### src/rtl/quilogramas_para_gramas.sv
// quilogramas_para_gramas: rebuilds a gram value from integer kilograms plus a
// three-digit gram remainder. It multiplies by 1000 with shift-add over 10 cycles,
// then adds the remainder and optionally the scale tare.
// Optional feature macro: TARA_EN (adds TARA_G grams back in the final sum).
module quilogramas_para_gramas #(
    parameter int unsigned LARGURA = 14,
    parameter int unsigned TARA_G  = 40
) (
    input  logic               clk,
    input  logic               rst_n,
    input  logic [LARGURA-1:0] kg_inteiro,
    input  logic [LARGURA-1:0] kg_fracao,
    input  logic               in_valid,
    output logic               in_ready,
    output logic [LARGURA-1:0] peso_gramas,
    output logic               out_valid,
    input  logic               out_ready,
    output logic               erro_fracao,
    output logic               erro_overflow
);

`ifdef TARA_EN
    localparam bit TaraOn = 1'b1;
`else
    localparam bit TaraOn = 1'b0;
`endif

    localparam logic [23:0]        Tara    = TaraOn ? 24'(TARA_G) : 24'd0;
    // 1000 = 10'b1111101000, padded so any 4-bit counter value indexes safely.
    localparam logic [15:0]        MultK   = 16'h03E8;
    localparam logic [23:0]        MaxVal  = 24'((1 << LARGURA) - 1);
    localparam logic [LARGURA-1:0] FracMax = LARGURA'(999);

    typedef enum logic [1:0] {StIdle, StMult, StAdd, StDone} state_e;

    state_e             state_q, state_d;
    logic [23:0]        mcand_q, mcand_d;
    logic [LARGURA-1:0] frac_q, frac_d;
    logic [23:0]        acc_q, acc_d;
    logic [3:0]         cnt_q, cnt_d;
    logic [LARGURA-1:0] peso_q, peso_d;
    logic               out_valid_q, out_valid_d;
    logic               erro_fracao_q, erro_fracao_d;
    logic               erro_overflow_q, erro_overflow_d;
    logic [23:0]        sum;

    // Final sum; 24 bits is wide enough that nothing wraps before the overflow compare.
    always_comb begin
        sum = acc_q + 24'(frac_q) + Tara;
    end

    // Next-state logic for the handshake FSM and the shift-add datapath.
    always_comb begin
        state_d         = state_q;
        mcand_d         = mcand_q;
        frac_d          = frac_q;
        acc_d           = acc_q;
        cnt_d           = cnt_q;
        peso_d          = peso_q;
        out_valid_d     = out_valid_q;
        erro_fracao_d   = erro_fracao_q;
        erro_overflow_d = erro_overflow_q;
        unique case (state_q)
            StIdle: begin
                if (in_valid) begin
                    mcand_d = 24'(kg_inteiro);
                    frac_d  = kg_fracao;
                    acc_d   = '0;
                    cnt_d   = '0;
                    state_d = StMult;
                end
            end
            StMult: begin
                if (MultK[cnt_q]) begin
                    acc_d = acc_q + (mcand_q << cnt_q);
                end
                cnt_d = cnt_q + 4'd1;
                if (cnt_q == 4'd9) begin
                    state_d = StAdd;
                end
            end
            StAdd: begin
                state_d     = StDone;
                out_valid_d = 1'b1;
                // An illegal remainder takes precedence over overflow.
                if (frac_q > FracMax) begin
                    erro_fracao_d   = 1'b1;
                    erro_overflow_d = 1'b0;
                    peso_d          = '0;
                end else if (sum > MaxVal) begin
                    erro_fracao_d   = 1'b0;
                    erro_overflow_d = 1'b1;
                    peso_d          = '1;
                end else begin
                    erro_fracao_d   = 1'b0;
                    erro_overflow_d = 1'b0;
                    peso_d          = sum[LARGURA-1:0];
                end
            end
            StDone: begin
                if (out_ready) begin
                    out_valid_d     = 1'b0;
                    erro_fracao_d   = 1'b0;
                    erro_overflow_d = 1'b0;
                    state_d         = StIdle;
                end
            end
            default: state_d = StIdle;
        endcase
    end

    // State and datapath registers with synchronous active-low reset.
    always_ff @(posedge clk) begin
        if (!rst_n) begin
            state_q         <= StIdle;
            mcand_q         <= '0;
            frac_q          <= '0;
            acc_q           <= '0;
            cnt_q           <= '0;
            peso_q          <= '0;
            out_valid_q     <= 1'b0;
            erro_fracao_q   <= 1'b0;
            erro_overflow_q <= 1'b0;
        end else begin
            state_q         <= state_d;
            mcand_q         <= mcand_d;
            frac_q          <= frac_d;
            acc_q           <= acc_d;
            cnt_q           <= cnt_d;
            peso_q          <= peso_d;
            out_valid_q     <= out_valid_d;
            erro_fracao_q   <= erro_fracao_d;
            erro_overflow_q <= erro_overflow_d;
        end
    end

    // Output drive; in_ready is a pure decode of the idle state.
    always_comb begin
        in_ready      = (state_q == StIdle);
        peso_gramas   = peso_q;
        out_valid     = out_valid_q;
        erro_fracao   = erro_fracao_q;
        erro_overflow = erro_overflow_q;
    end

endmodule

### config.mk
export PLATFORM = sky130hd
export DESIGN_NAME = quilogramas_para_gramas
export DESIGN_NICKNAME = d
export VERILOG_FILES = /design/src/rtl/quilogramas_para_gramas.sv
export SDC_FILE = /design/constraint.sdc
export NUM_CORES = 1
export LEC_CHECK = 0
export ABC_CLOCK_PERIOD_IN_PS = 6100
export CAP_MARGIN = 20
export CORE_AREA = 5 5 105 107
export CTS_BUF_LIST = sky130_fd_sc_hd__clkbuf_4
export CTS_CLUSTER_DIAMETER = 200
export DETAILED_ROUTE_END_ITERATION = 8
export DIE_AREA = 0 0 110 112
export PLACE_DENSITY = 0.81
export SKIP_LAST_GASP = 1
export SLEW_MARGIN = 40
export SYNTH_ARGS = -nofsm -noshare
export SYNTH_HDL_FRONTEND = slang
export SYNTH_SLANG_ARGS = --single-unit
### constraint.sdc
create_clock -name clk -period 6.1 [get_ports clk]
set_clock_uncertainty 0.15 [all_clocks]
set_input_delay 1.22 -clock clk [delete_from_list [all_inputs] [get_ports clk]]
set_output_delay 1.22 -clock clk [all_outputs]
set_load 0.01 [all_outputs]
==> reports/results.tsv <==
metric	value	unit
PD cells	232	mW/mm^2
multiplexer share of the synthesized area	5.30	%
clk slew on worst S/H paths	0.12	ns
number of global-route vias before repair	5181	
status	finished, final reports clean	
Worst EP required	6.28	ns
crit path max fanout	19	
first-pass GRT wire length	24.3	mm
leading cell type by number of instances after synthesis	nand2_1	
period utilisation layout	70.0	%
clock period minus worst slack	4.27	ns
buffers inserted by post-CTS timing repair	0	
internal power	871	uW
Synth cell types	71	
Syn Area/Cell	7.72	sq um
power share of the sequential group	41.4	%
hold path endpoint	peso_gramas[0]	
Setup TNS	0	ns
Post-DRT Antenna Nets	0	
CTS buffer count	9	
sequential share of the synthesized area	26.1	%
ANT cells	0	
worst relative slew slack	57.7	%
layout cell share with drive strength beyond 1	6.77	%
worst-margin pin slew	0.634	ns
CTS resizes	0	
clk_lat worst skew	0.43	ns
cell taking the most area after synthesis	dfxtp_1	
core area	0.0100	sq mm
Placement Setup Slack	1.77	ns
r2r worst-path depth	13	
Buffers on Ports	49	
Hold Path Depth	2	
R2R setup slack	1.83	ns
Max Buffers Root-to-Sink	2	
TritonRoute pass-1 iters	5	
fraction of registers with async set or reset after synthesis	0	%
grt ovf	0	
row count	37	
initial antenna violation count	0	
DRT iter0 DRCs	370	
Synth Instances	755	
CP Data Arrival Time	4.45	ns
Final Slew Violations	0	
largest cells by area after synthesis	dfxtp_1 (26%), ha_1 (9.2%), nand2_1 (8.5%), a21boi_0 (4.8%), o21ai_0 (4.6%)	
Syn Std Cell Area	0.00583	sq mm
CTS H-Tree Depth	3	
most common flop cell mapped by yosys	dfxtp_1	
Worst setup EP type	flop	
setup slack after layout	1.83	ns
Nets	856	
net switching power	627	uW
R2R Path Start	cnt_q[2]	
die area	0.0123	sq mm
minimum hold slack	0.323	ns
number of enable flip-flop cells after synthesis	0	
#FFs+latches synth	76	
Area Growth Syn to Fin	10.8	%
Avg WL per Cell	15.6	um
RSZ-0062 raised after global routing	false	
GRT Overall Usage	24.1	%
DIE WIDTH	110	um
Yosys Warn Count	0	
Clock Sink Count	76	
Setup Viol. Count Final	0	
Hold Vio Cnt, Final	0	
Design Area, Final	0.00646	sq mm
complex-gate fraction of the synthesized area	26.9	%
via count of the routed design	5404	
vias per cell	5.88	
Simple-Gate Fraction of Synth Area	22.7	%
max-cap violations	0	
Placer Congestion	0.897	
Fmax	234	MHz
Synth top area share	26.1	%
Root Buffer	clkbuf_4	
reg2reg end	acc_q[23]	
combinational family with the most area after synthesis	compound AO/OA/AOI/OAI gates	
Crit Path Category	flop to flop	
Post-CTS Hold Buffers	0	
hold_sp	peso_gramas[0]	
syn_nets	832	
Critical Path Source Type	flop	
Ports	50	
Clk network pwr share	17.7	%
Initial Util	58.0	%
pin count of the biggest net entering global routing	44	
HPWL Detailed	11.1	mm
CTS tree	done	
switch share	41.9	%
Comb pwr share	40.9	%
Placed Instance Area	0.00635	sq mm
Hold Path Class	flop to flop	
routed wire length	14.3	mm
total power	1.50	mW
Post-synth top cells	nand2_1 (132), dfxtp_1 (76), nor2_1 (58)	
Post-Synth Adder-Cell Area	10.1	%
Die Height	112	um
number of remaining DRC errors	0	
xor/xnor share of the synthesized area	4.34	%
static leakage	2.56	nW
peak supply drop	0.319	mV
-- placed cells by master (no fill, tap or decap), types with 19 or more instances in the layout --
cell type / n
clkdlybuf4s50_1: 49
a21boi_0: 37
nand3_1: 19
a21o_1: 19
o21ai_0: 54
a21oi_1: 41
nand2_1: 131
dfxtp_1: 73
ha_1: 43
inv_1: 24
nor2b_1: 25
nor2_1: 58
-- critical path: stages (launching register included) --
cell and delay (ns):
dfxtp_1 0.75, clkinv_1 0.59, a21boi_0 0.40, nor2_1 0.07, ha_1 0.36, a21oi_1 0.27, o211ai_2 0.12, o21ai_2 0.21
a21boi_2 0.09, or4_4 0.53, a31oi_4 0.19, xor2_2 0.17, o21bai_1 0.08, a22o_1 0.19
-- flip-flops by register name, summed over array words and instances, names as in the netlist, named ones only --
name / flops
erro_fracao: 1
mcand_q: 14
cnt_q: 4
acc_q: 24
out_valid: 1
erro_overflow: 1
frac_q: 14
peso_gramas: 14
state_q: 2
-- power by group through the flow --
stage / clock [mW] / sequential (mW) / combinational [mW]
final: 0.266 / 0.620 / 0.613
after floorplan: 0 / 0.600 / 0.471
after global placement: 0 / 0.625 / 0.593
after CTS: 0.272 / 0.618 / 0.614
after detailed placement: 0 / 0.629 / 0.610
after global routing: 0.302 / 0.630 / 0.690
-- routing by layer --
metal,part of all wire (%),GRT usage [%],vias to the layer above
met5,0,0,-
met3,4.2,4.17,19
met4,1.3,5.90,0
met1,46,32.7,2525
li1,-,-,2721
met2,48,39.4,139
-- logic make-up after synthesis --
kind of cell / Yosys count
flip-flops: 76
multiplexers: 24
adder cells (fa/ha/maj): 46
AND/OR/NAND/NOR: 289
buffers and inverters: 64
AO/OA/AOI/OAI: 228
XOR/XNOR: 28
-- final cells by class --
cell class                      count  area, sq um
Clock inverter                      6         40.0
Tap cell                          136          170
Clock buffer                        9         67.6
Fill cell                         941         3590
Inverter                           25         93.8
Timing Repair Buffer               52          513
Multi-Input combinational cell    615         4050
Sequential cell                    76         1530
-- through the flow --
stage	util [%]	cells
after floorplan	-	755
final	64.3	919
after global placement	63.1	904
after detailed placement	63.2	904
after global routing	64.3	919
after CTS	64.2	919
-- worst max path at each step --
stage,startpoint,endpoint,slack [ns],depth (start not counted)
floorplan,cnt_q[1],acc_q[23],2.17,15
global placement,cnt_q[1],acc_q[23],1.90,15
detailed placement,cnt_q[1],acc_q[23],1.77,15
CTS,cnt_q[1],acc_q[23],1.74,15
global route,cnt_q[2],acc_q[23],1.56,13
finish,cnt_q[2],acc_q[23],1.83,13
(Power assumes the default switching activity.)
